## config.mk

```make
export PLATFORM = sky130hd
export DESIGN_NAME = spi_master_multi
export DESIGN_NICKNAME = d
export VERILOG_FILES = /design/src/rtl/spi_pkg.sv /design/src/rtl/spi_clk_gen.sv /design/src/rtl/spi_master_multi.sv
export SDC_FILE = /design/constraint.sdc
export NUM_CORES = 1
export LEC_CHECK = 0
export ABC_AREA = 1
export CAP_MARGIN = 25
export CORE_UTILIZATION = 45
export DETAILED_ROUTE_END_ITERATION = 10
export GPL_ROUTABILITY_DRIVEN = 0
export PLACE_DENSITY = 0.7
export SYNTH_ARGS = -nofsm -noshare
export SYNTH_HDL_FRONTEND = slang
export SYNTH_SLANG_ARGS = --single-unit
```

## constraint.sdc

```tcl
create_clock -name clk -period 1.8 [get_ports clk]
set_clock_uncertainty 0.1 [all_clocks]
set_input_delay 0.36 -clock clk [delete_from_list [all_inputs] [get_ports clk]]
set_output_delay 0.36 -clock clk [all_outputs]
set_load 0.02 [all_outputs]
```

## src/rtl/spi_pkg.sv

```systemverilog
// Shared definitions for the SPI master: FSM state encoding and the per-transfer mode bundle.
package spi_pkg;

  localparam logic [1:0] ST_IDLE  = 2'd0;
  localparam logic [1:0] ST_SETUP = 2'd1;
  localparam logic [1:0] ST_SHIFT = 2'd2;
  localparam logic [1:0] ST_HOLD  = 2'd3;

  typedef struct packed {
    logic cpol;
    logic cpha;
    logic lsb_first;
  } spi_mode_t;

endpackage

```

## src/rtl/spi_clk_gen.sv

```systemverilog
// SPI clock generator: half-period tick counter, leading/trailing edge strobes and the registered sclk.
module spi_clk_gen #(
  parameter int HALF_PERIOD = 10
) (
  input  logic clk,
  input  logic reset_n,
  input  logic en,
  input  logic edge_en,
  input  logic cpol,
  output logic tick,
  output logic lead_edge,
  output logic trail_edge,
  output logic sclk
);

  localparam int HW = $clog2(HALF_PERIOD);
  localparam logic [HW-1:0] CNT_MAX = HW'(HALF_PERIOD - 1);

  logic [HW-1:0] cnt_r;
  logic          sclk_r;

  // Half-period counter, parked at zero while disabled so a new transfer starts aligned.
  always_ff @(posedge clk or negedge reset_n) begin
    if (!reset_n) begin
      cnt_r <= {HW{1'b0}};
    end else if (!en) begin
      cnt_r <= {HW{1'b0}};
    end else if (cnt_r == CNT_MAX) begin
      cnt_r <= {HW{1'b0}};
    end else begin
      cnt_r <= cnt_r + HW'(1);
    end
  end

  // Edge strobes; a leading edge is the one that moves sclk away from its idle level.
  always_comb begin
    tick       = en && (cnt_r == CNT_MAX);
    lead_edge  = tick && edge_en && (sclk_r == cpol);
    trail_edge = tick && edge_en && (sclk_r != cpol);
  end

  // sclk follows the idle polarity while disabled and toggles on each strobe otherwise.
  always_ff @(posedge clk or negedge reset_n) begin
    if (!reset_n) begin
      sclk_r <= 1'b0;
    end else if (!en) begin
      sclk_r <= cpol;
    end else if (lead_edge || trail_edge) begin
      sclk_r <= ~sclk_r;
    end else begin
      sclk_r <= sclk_r;
    end
  end

  assign sclk = sclk_r;

endmodule

```

## src/rtl/spi_master_multi.sv

```systemverilog
// Multi-slave SPI master: FSM, shift registers and chip-select decode around spi_clk_gen.
module spi_master_multi
  import spi_pkg::*;
#(
  parameter  int DATA_W      = 8,
  parameter  int NUM_CS      = 3,
  parameter  int HALF_PERIOD = 10,
  localparam int CS_W        = (NUM_CS > 1) ? $clog2(NUM_CS) : 1
) (
  input  logic              clk,
  input  logic              reset_n,
  input  logic              start,
  input  logic [CS_W-1:0]   cs_sel,
  input  logic              cpol,
  input  logic              cpha,
  input  logic              lsb_first,
  input  logic [DATA_W-1:0] tx_data,
  input  logic              miso,
  output logic              ready,
  output logic              busy,
  output logic              done,
  output logic [DATA_W-1:0] rx_data,
  output logic              mosi,
  output logic              sclk,
  output logic [NUM_CS-1:0] cs_n
);

  localparam int EW = $clog2(2 * DATA_W + 1);
  localparam logic [EW-1:0] EDGE_LAST = EW'(2 * DATA_W);
  localparam logic [EW-1:0] EDGE_PRE  = EW'(2 * DATA_W - 1);

  logic [1:0]        state_r;
  spi_mode_t         mode_r;
  logic [DATA_W-1:0] tx_sh_r;
  logic [DATA_W-1:0] rx_sh_r;
  logic [DATA_W-1:0] rx_data_r;
  logic [EW-1:0]     edge_cnt_r;
  logic [NUM_CS-1:0] cs_n_r;
  logic              mosi_r;
  logic              done_r;

  logic              accept_s;
  logic              clk_en_s;
  logic              edge_en_s;
  logic              cpol_s;
  logic              tick_s;
  logic              lead_s;
  logic              trail_s;
  logic              drive_s;
  logic              sample_s;
  logic [DATA_W-1:0] tx_ord_s;
  logic [NUM_CS-1:0] cs_dec_s;

  function automatic logic [DATA_W-1:0] bit_rev(input logic [DATA_W-1:0] v);
    logic [DATA_W-1:0] r;
    r = {DATA_W{1'b0}};
    for (int i = 0; i < DATA_W; i++) r[i] = v[DATA_W-1-i];
    return r;
  endfunction

  // Out-of-range indices decode to no select at all (dummy clocks).
  function automatic logic [NUM_CS-1:0] cs_decode(input logic [CS_W-1:0] sel);
    logic [NUM_CS-1:0] r;
    r = {NUM_CS{1'b1}};
    for (int i = 0; i < NUM_CS; i++) r[i] = (sel != CS_W'(i));
    return r;
  endfunction

  // Handshake, edge gating and per-mode drive/sample selection.
  always_comb begin
    accept_s  = start && (state_r == ST_IDLE);
    clk_en_s  = (state_r != ST_IDLE);
    edge_en_s = (state_r == ST_SETUP) || ((state_r == ST_SHIFT) && (edge_cnt_r != EDGE_LAST));
    cpol_s    = accept_s ? cpol : mode_r.cpol;
    tx_ord_s  = lsb_first ? bit_rev(tx_data) : tx_data;
    cs_dec_s  = cs_decode(cs_sel);
    if (mode_r.cpha) begin
      drive_s  = lead_s;
      sample_s = trail_s;
    end else begin
      drive_s  = trail_s && (edge_cnt_r != EDGE_PRE);
      sample_s = lead_s;
    end
  end

  spi_clk_gen #(
    .HALF_PERIOD(HALF_PERIOD)
  ) u_clk_gen (
    .clk       (clk),
    .reset_n   (reset_n),
    .en        (clk_en_s),
    .edge_en   (edge_en_s),
    .cpol      (cpol_s),
    .tick      (tick_s),
    .lead_edge (lead_s),
    .trail_edge(trail_s),
    .sclk      (sclk)
  );

  // Transfer FSM with the shift datapath; SHIFT keeps one quiet half-period after the last edge.
  always_ff @(posedge clk or negedge reset_n) begin
    if (!reset_n) begin
      state_r    <= ST_IDLE;
      mode_r     <= spi_mode_t'(3'b000);
      tx_sh_r    <= {DATA_W{1'b0}};
      rx_sh_r    <= {DATA_W{1'b0}};
      rx_data_r  <= {DATA_W{1'b0}};
      edge_cnt_r <= {EW{1'b0}};
      cs_n_r     <= {NUM_CS{1'b1}};
      mosi_r     <= 1'b0;
      done_r     <= 1'b0;
    end else begin
      done_r <= 1'b0;
      if (sample_s) rx_sh_r <= {rx_sh_r[DATA_W-2:0], miso};
      if (lead_s || trail_s) edge_cnt_r <= edge_cnt_r + EW'(1);
      if (drive_s) begin
        mosi_r  <= tx_sh_r[DATA_W-1];
        tx_sh_r <= {tx_sh_r[DATA_W-2:0], 1'b0};
      end
      case (state_r)
        ST_IDLE: begin
          mosi_r <= 1'b0;
          if (accept_s) begin
            state_r    <= ST_SETUP;
            mode_r     <= '{cpol: cpol, cpha: cpha, lsb_first: lsb_first};
            cs_n_r     <= cs_dec_s;
            edge_cnt_r <= {EW{1'b0}};
            rx_sh_r    <= {DATA_W{1'b0}};
            if (!cpha) begin
              mosi_r  <= tx_ord_s[DATA_W-1];
              tx_sh_r <= {tx_ord_s[DATA_W-2:0], 1'b0};
            end else begin
              tx_sh_r <= tx_ord_s;
            end
          end
        end
        ST_SETUP: begin
          if (tick_s) state_r <= ST_SHIFT;
        end
        ST_SHIFT: begin
          if (tick_s && (edge_cnt_r == EDGE_LAST)) state_r <= ST_HOLD;
        end
        ST_HOLD: begin
          if (tick_s) begin
            state_r   <= ST_IDLE;
            cs_n_r    <= {NUM_CS{1'b1}};
            mosi_r    <= 1'b0;
            done_r    <= 1'b1;
            rx_data_r <= mode_r.lsb_first ? bit_rev(rx_sh_r) : rx_sh_r;
          end
        end
        default: begin
          state_r <= ST_IDLE;
          cs_n_r  <= {NUM_CS{1'b1}};
          mosi_r  <= 1'b0;
        end
      endcase
    end
  end

  assign ready   = (state_r == ST_IDLE);
  assign busy    = ~ready;
  assign done    = done_r;
  assign rx_data = rx_data_r;
  assign mosi    = mosi_r;
  assign cs_n    = cs_n_r;

endmodule
```

; ---- Yosys cells after proc, flatten, opt, wreduce, memory -nomap -nowiden
; Cells that the tools add are included.
[word_totals]
reg_bits = 44
in_bits = 17
out_inout_bits = 16
elab_cells = 85
[op_classes]
addsub = 2
eq_ne = 16
mux = 34
bitwise = 2
reduce_logical = 18
[ops]
columns = cell, count
row1 = 8-bit two-way mux, 9
row2 = 5-bit two-way mux, 3
row3 = 1-bit two-way mux, 11
row4 = 1-bit logical AND, 8
row5 = 2-bit two-way mux, 4
row6 = 4-bit two-way mux, 2
row7 = "2-bit inequality test, second input constant", 4
row8 = 2-bit one-hot mux with 4 select lines, 1
row9 = 3-bit two-way mux, 2
row10 = "2-bit by 1-bit inequality test with 1-bit output, second input constant", 3
row11 = 3-bit one-hot mux with 2 select lines, 1
row12 = 2-bit nonzero test, 3
row13 = "5-bit by 1-bit adder with 5-bit output, second input constant", 1
row14 = "5-bit == test, second input constant", 1
row15 = "5-bit by 4-bit inequality test with 1-bit output, second input constant", 1
row16 = "5-bit inequality test, second input constant", 1
row17 = "4-bit by 1-bit adder with 4-bit output, second input constant", 1
row18 = "2-bit == test, second input constant", 2
row19 = "4-bit == test, second input constant", 1
row20 = 2-bit AND reduction, 2
row21 = 4-bit AND reduction, 1
row22 = 3-bit AND reduction, 1
row23 = "2-bit by 1-bit == test with 1-bit output, second input constant", 1
row24 = 2-bit logical NOT, 1
row25 = 5 further kinds, 7

; ---- Depth between registers and ports, before layout
; Gate-level depths: netlist of the first run.
[logic_depth]
depth_word = 10
ltp_mapped = 13
ltp_nobuf = 13

; ---- By module
; A second synthesis of the first run with hierarchy kept.
[unflattened]
cells_unflattened = 328
hier_area_um2 = 2469.9
[by_module_without_submodules]
columns = module, n_inst, cells_per_inst, area_each_um2, seq_area_each_um2
row1 = spi_master_multi, 1, 295, 2187.1, 979.7
row2 = spi_clk_gen, 1, 33, 282.8, 125.1

; ---- Least setup slack after synthesis of the first run
; No wires, ideal clock.
[synth_timing]
path_kind = register to register
start = register state_r[0]
end = register tx_sh_r[1]
setup_time_ps = 118
t_arrival_ps = 1825
required_time_ps = 1582
setup_slack_ps = -243
path_stages_with_launch = 12
path_buffers = 0
period_less_slack_ps = 2043
cell_sequence = dfrtp_1 -> inv_1 -> ha_1 -> nand2_4 -> nand2_4 -> nand3_1 -> nand2_4 -> nand4_4 -> nand2_4 -> nand2_1 -> nand3_1 -> nand2_1
[synth_via]
elab_chain_cells = 10
elab_cells_between_ends = 19
cone_classes = eq/ne: 4 / mux: 5 / reduce/logical: 10
[synth_lines]
columns = element, line_no
row1 = "start, declared", spi_master_multi.sv:32  ; logic [1:0] state_r;
row2 = "start signal, assigned", spi_master_multi.sv:103  ; state_r <= ST_IDLE;
row3 = "start signal, assigned", spi_master_multi.sv:124  ; state_r <= ST_SETUP;
row4 = "start signal, assigned", spi_master_multi.sv:138  ; if (tick_s) state_r <= ST_SHIFT;
row5 = 2-bit logical NOT *, --
row6 = net ready, spi_master_multi.sv:19  ; output logic ready,
row7 = 1-bit logical AND, spi_master_multi.sv:71  ; accept_s = start && (state_r == ST_IDLE);
row8 = 1-bit two-way mux, spi_master_multi.sv:74  ; cpol_s = accept_s ? cpol : mode_r.cpol;
row9 = 1-bit inequality test, spi_clk_gen.sv:39  ; trail_edge = tick && edge_en && (sclk_r != cpol);
row10 = 1-bit logical AND, spi_clk_gen.sv:39
row11 = 1-bit logical AND, spi_master_multi.sv:81  ; drive_s = trail_s && (edge_cnt_r != EDGE_PRE);
row12 = 1-bit two-way mux, spi_master_multi.sv:77  ; if (mode_r.cpha) begin
row13 = 8-bit two-way mux, spi_master_multi.sv:116  ; if (drive_s) begin
row14 = 8-bit two-way mux, spi_master_multi.sv:123  ; if (accept_s) begin
row15 = 8-bit two-way mux *, spi_master_multi.sv:120  ; case (state_r)
row16 = "end signal, assigned", spi_master_multi.sv:118  ; tx_sh_r <= {tx_sh_r[DATA_W-2:0], 1'b0};
row17 = "end signal, assigned", spi_master_multi.sv:131  ; tx_sh_r <= {tx_ord_s[DATA_W-2:0], 1'b0};
row18 = "end signal, assigned", spi_master_multi.sv:133  ; tx_sh_r <= tx_ord_s;
row19 = "end, declared", spi_master_multi.sv:34  ; logic [DATA_W-1:0] tx_sh_r;
; Mark *: on every way through the listed nets, which the timed path passes. The rest lies on a longest branch.
; A chain may end at the register's enable or synchronous reset.

; ---- Worst setup path in the final report of the first run
[layout_timing]
start = register state_r[0]
end = register rx_sh_r[5]
[layout_via]
elab_chain_cells = 9
elab_cells_between_ends = 18
cone_classes = eq/ne: 4 / mux: 5 / reduce/logical: 9
[layout_lines]
columns = element, line_no
row1 = 2-bit logical NOT / 2-bit == test (equally long branches), "spi_master_multi.sv:71, spi_master_multi.sv:120, spi_master_multi.sv:73"
row2 = 1-bit logical AND (on tied branches), "spi_master_multi.sv:71, spi_master_multi.sv:73"
row3 = 1-bit two-way mux / 1-bit logical OR (equally long branches), "spi_master_multi.sv:74, spi_master_multi.sv:73"
row4 = 1-bit == test (tied with other cells), spi_clk_gen.sv:38  ; lead_edge = tick && edge_en && (sclk_r == cpol);
row5 = 1-bit logical AND (on tied branches), "spi_clk_gen.sv:38, spi_clk_gen.sv:39"
row6 = 1-bit two-way mux, spi_master_multi.sv:77
row7 = 8-bit two-way mux, spi_master_multi.sv:114  ; if (sample_s) rx_sh_r <= {rx_sh_r[DATA_W-2:0], miso};
row8 = 8-bit two-way mux, spi_master_multi.sv:123
row9 = 8-bit two-way mux *, spi_master_multi.sv:120
row10 = "end signal, assigned", spi_master_multi.sv:106  ; rx_sh_r <= {DATA_W{1'b0}};
row11 = "end signal, assigned", spi_master_multi.sv:114
row12 = "end signal, assigned", spi_master_multi.sv:128  ; rx_sh_r <= {DATA_W{1'b0}};
row13 = "end, declared", spi_master_multi.sv:35  ; logic [DATA_W-1:0] rx_sh_r;
; Mark *: on every way between the ends. The rest lies on a longest branch, timed or not.

==> results of run 1 <==
-- layout make-up --
| class | instances | area share [%] |
|---|---|---|
| timing repair buffer | 67 | 17.6 |
| sequential | 44 | 31.7 |
| clock buffer | 5 | 1.98 |
| clock inverter | 3 | 0.539 |
| multi-input combinational | 207 | 40.4 |
| inverter | 48 | 5.18 |
| tap | 70 | 2.52 |
-- sequential cells by signal (all words and copies together), names as in the netlist --
name / cells
rx_data: 8
rx_sh_r: 8
tx_sh_r: 8
edge_cnt_r: 5
u_clk_gen.cnt_r: 4
cs_n: 3
mode_r: 3
state_r: 2
done: 1
mosi: 1
u_clk_gen.sclk: 1
-- where the power goes --
| group | internal (W) | switching (W) | leakage [nW] |
|---|---|---|---|
| clock network | 0.000271 | 0.000344 | 0.0479 |
| logic | 0.00103 | 0.00132 | 1.09 |
| registers | 0.00127 | 0.000219 | 0.579 |
-- placed cells by master (no fill, tap or decap), types with 3 or more instances in the layout --
cell / n
sky130_fd_sc_hd__clkdlybuf4s50_1: 25
sky130_fd_sc_hd__dfstp_2: 3
sky130_fd_sc_hd__clkbuf_8: 5
sky130_fd_sc_hd__ha_4: 3
sky130_fd_sc_hd__ha_2: 3
sky130_fd_sc_hd__nand2_4: 10
sky130_fd_sc_hd__dlygate4sd2_1: 3
sky130_fd_sc_hd__buf_6: 5
sky130_fd_sc_hd__nor2_1: 31
sky130_fd_sc_hd__nand2_2: 7
sky130_fd_sc_hd__dfrtp_1: 41
sky130_fd_sc_hd__nor2_4: 3
sky130_fd_sc_hd__buf_4: 27
sky130_fd_sc_hd__o21ai_0: 27
sky130_fd_sc_hd__o22ai_1: 5
sky130_fd_sc_hd__mux2i_1: 7
sky130_fd_sc_hd__nand2_1: 49
sky130_fd_sc_hd__nand3_1: 22
sky130_fd_sc_hd__inv_1: 38
sky130_fd_sc_hd__ha_1: 3
sky130_fd_sc_hd__inv_2: 10
sky130_fd_sc_hd__nand3_2: 9
-- synthesized netlist by cell type --
library cell	instances
sky130_fd_sc_hd__o22ai_1	7
sky130_fd_sc_hd__o21ai_0	29
sky130_fd_sc_hd__nand3_2	2
sky130_fd_sc_hd__a31oi_1	1
sky130_fd_sc_hd__nor2_8	1
sky130_fd_sc_hd__nand4_1	1
sky130_fd_sc_hd__a211oi_1	1
sky130_fd_sc_hd__ha_1	9
sky130_fd_sc_hd__o21ai_4	1
sky130_fd_sc_hd__clkbuf_1	6
sky130_fd_sc_hd__o21ai_1	1
sky130_fd_sc_hd__nor2_4	1
sky130_fd_sc_hd__a21oi_1	2
sky130_fd_sc_hd__inv_1	44
sky130_fd_sc_hd__mux2i_1	7
sky130_fd_sc_hd__dfstp_2	3
sky130_fd_sc_hd__a41oi_1	3
sky130_fd_sc_hd__xnor2_1	1
sky130_fd_sc_hd__inv_2	4
sky130_fd_sc_hd__dfrtp_1	41
sky130_fd_sc_hd__nand4_4	2
sky130_fd_sc_hd__nand3_1	31
sky130_fd_sc_hd__nand2_1	58
sky130_fd_sc_hd__xor2_1	1
sky130_fd_sc_hd__nand2_4	5
sky130_fd_sc_hd__nor2_1	35
sky130_fd_sc_hd__nor3_1	2
sky130_fd_sc_hd__nand2_2	3
-- metrics by stage --
step                      cell area, µm²  instances  hold WS [ns]  total power (W)
final                               3480        444         0.386          0.00445
after detailed placement            3050        423         0.289          0.00340
after CTS                           3200        435         0.395          0.00408
after floorplan                     2470        302       -0.0356          0.00269
after global placement              3050        423         0.291          0.00336
after global routing                3480        444         0.422          0.00479
-- metal layers --
metal	part of all wire, %	vias up	GRT usage (%)	wire, µm
met1	46	1061	26.5	2530
met5	0	-	0	0
li1	-	1136	-	-
met4	1.5	0	5.97	84
met3	3.5	8	4.76	191
met2	49	52	33.2	2670
-- path summary, 6_finish.rpt --
check | startpoint | end | slack, ns | cells after the start
setup reg to reg | state_r[0] | rx_sh_r[5] | -0.01 | 11
hold / removal | rx_data[3] | rx_data[3] | 0.39 | 2
max in group asynchronous | reset_n | edge_cnt_r[0] | 0.54 | 3
hold reg to reg | rx_data[3] | rx_data[3] | 0.39 | 2
min in group asynchronous | reset_n | rx_data[4] | 0.49 | 2
setup / recovery | state_r[0] | rx_sh_r[5] | -0.01 | 11
-- cell families after synthesis --
family | count (synthesis) | synth area share (%)
AND/OR/NAND/NOR | 141 | 28.1
buffers and inverters | 54 | 8.25
AO/OA/AOI/OAI | 45 | 10.6
flip-flops | 44 | 45.0
adder cells (fa/ha/maj) | 9 | 4.58
multiplexers | 7 | 2.85
XOR/XNOR | 2 | 0.713
-- worst max-delay path, delay by kind of cell (launching register included) --
kind / cells / cell delay [ns]
flip-flops: 1 / 0.38
AND/OR/NAND/NOR: 7 / 0.72
adder cells (fa/ha/maj): 1 / 0.20
buffers and inverters: 3 / 0.34
-- timing repair --
| item | in CTS | in global routing |
|---|---|---|
| setup buffers | 1 | 8 |
| pin swaps | 2 | 28 |
| hold endpoints to repair | 21 | 0 |
| endpoints found under the setup margin | 22 | 29 |
| gates cloned | 2 | 1 |
| gates resized for setup | 11 | 59 |
| hold buffers | 1 | 0 |
==> impl_metrics.csv, run 1 <==
group,metric,value,unit
detailed_routing,vias_per_cell,5.08,
logic_synthesis,synthesis.area,0.00246,mm²
grt,number_of_global_route_vias_before_repair,2014,
clock_tree,cts_tree,"done",
critical_path,worst_path_max_delay_cell,"sky130_fd_sc_hd__dfrtp_1",
sta,worst_slew_margin_relative_to_its_limit,62.0,%
place,io_buffer_count,32,
detailed_routing,drt_drc_violations_left,0,
grt,grt_start_max_net_pins,27,
floorplanning,dieWidth,75.9,µm
cells_and_area,layout-drive-gt1-share,29.7,%
detailed_routing,ant_nets,0,
floorplanning,rows,26,
pwr,pwr_density_cell,1280,mW/mm²
logic_synthesis,synth_top_cell_area_share,41.8,%
cells_and_area,seqCellArea,0.00110,mm²
run_status,outcome,"finished, violations left",
detailed_routing,detailroute.via_count,2257,
sta,setup-violations-final,8,
cells_and_area,antenna-diode-count,0,
logic_synthesis,syn-instance-count,302,
logic_synthesis,postSynthAreaPerCell,8.14,µm²
grt,grt_pass1_wl,8740,µm
clock_tree,cts_inserted_buffers,5,
logic_synthesis,yosysWarnings,0,
critical_path,criticalPathCategory,"flip-flop to flip-flop",
critical_path,path_cells,"inv_2, ha_4, buf_12, nor2_4, nand2_4, buf_12, nor2_8, nand2_4, nand3_1, nand2_1, nor2_1",
critical_path,cp_max_fo,8,
grt,globalRouteOverflowTotal,0,
critical_path,crit_path_start_kind,"flip-flop",
detailed_routing,drt_iter0_markers,131,
clock_tree,numClockSinks,44,
logic_synthesis,cells_taking_the_most_area_after_synthesis,"sky130_fd_sc_hd__dfrtp_1, sky130_fd_sc_hd__nand2_1, sky130_fd_sc_hd__inv_1",
critical_path,worst-endpoint-required,1.93,ns
cells_and_area,end_of_flow_core_utilization,67.3,%
cells_and_area,area_growth_syn_to_layout,41.6,%
place,hpwl,3580,µm
pwr,cellLeakagePower,1.71,nW
sta,final.setup.worst_slack,-0.0147,ns
floorplanning,core_area,0.00517,mm²
logic_synthesis,ys_seq_elements,44,
pwr,vdd_ir_drop_max,0.688,mV
sta,hold_viol,0,
cells_and_area,multi_input_combinational_cell_area,0.00141,mm²
worst_hold_path,worstHoldPathType,"flip-flop to flip-flop",
detailed_routing,firstDrtPassIters,4,
sta,fmaxAchievable,0.551,GHz
critical_path,worst-endpoint-arrival,1.94,ns
sta,final_min_period_over_clock_period,101,%
logic_synthesis,synth_cell_types,28,
grt,grt_antenna_before_repair,0,
clock_tree,worstSkewPairLatency,0.29,ns
clock_tree,clock_tree.buffer_depth,2,
clock_tree,clockRootBuffer,"sky130_fd_sc_hd__clkbuf_8",
floorplanning,die_y,75.9,µm
clock_tree,clock_tree.htree_level_count,2,
sta,timing_worst_slew_pin_value,0.570,ns
detailed_routing,route.final.wire_length,5480,µm
sta,report.final.slew_viol_count,0,
critical_path,cpPeakStageDelay,0.38,ns
cells_and_area,number_of_fillers_in_the_final_layout,418,
detailed_routing,wire_per_inst,12.3,µm
logic_synthesis,syn_nets,328,
sta,setup_total_negative_slack,-0.0618,ns
place,placement.setup.worst_slack,-0.274,ns
critical_path,critical_path.endpoint_type,"flip-flop",
clock_tree,worst_setup_hold_path_clk_slew,0.09,ns
sta,finalCriticalPeriod,1.81,ns
floorplanning,fp.dieArea,0.00576,mm²
grt,grtUsageTotal,20.2,%
job,max-cap-violations,0,
floorplanning,boundaryPins,33,
logic_synthesis,synth-seq-area-share,45.0,%
logic_synthesis,synth_area_leader_cell,"sky130_fd_sc_hd__dfrtp_1",
floorplanning,start_util,47.5,%
sta,rsz_0062_raised_after_global_routing,"yes",
cells_and_area,layout.nets,399,
run_status,violations_in_the_final_reports,"negative setup slack",
Power figures use the tool's default switching activity.
==> run 2: changes to the inputs <==
SLEW_MARGIN = 20   (was default)
==> results of run 2 <==
The final DEF is identical to that of run 1; final timing and power are the same.
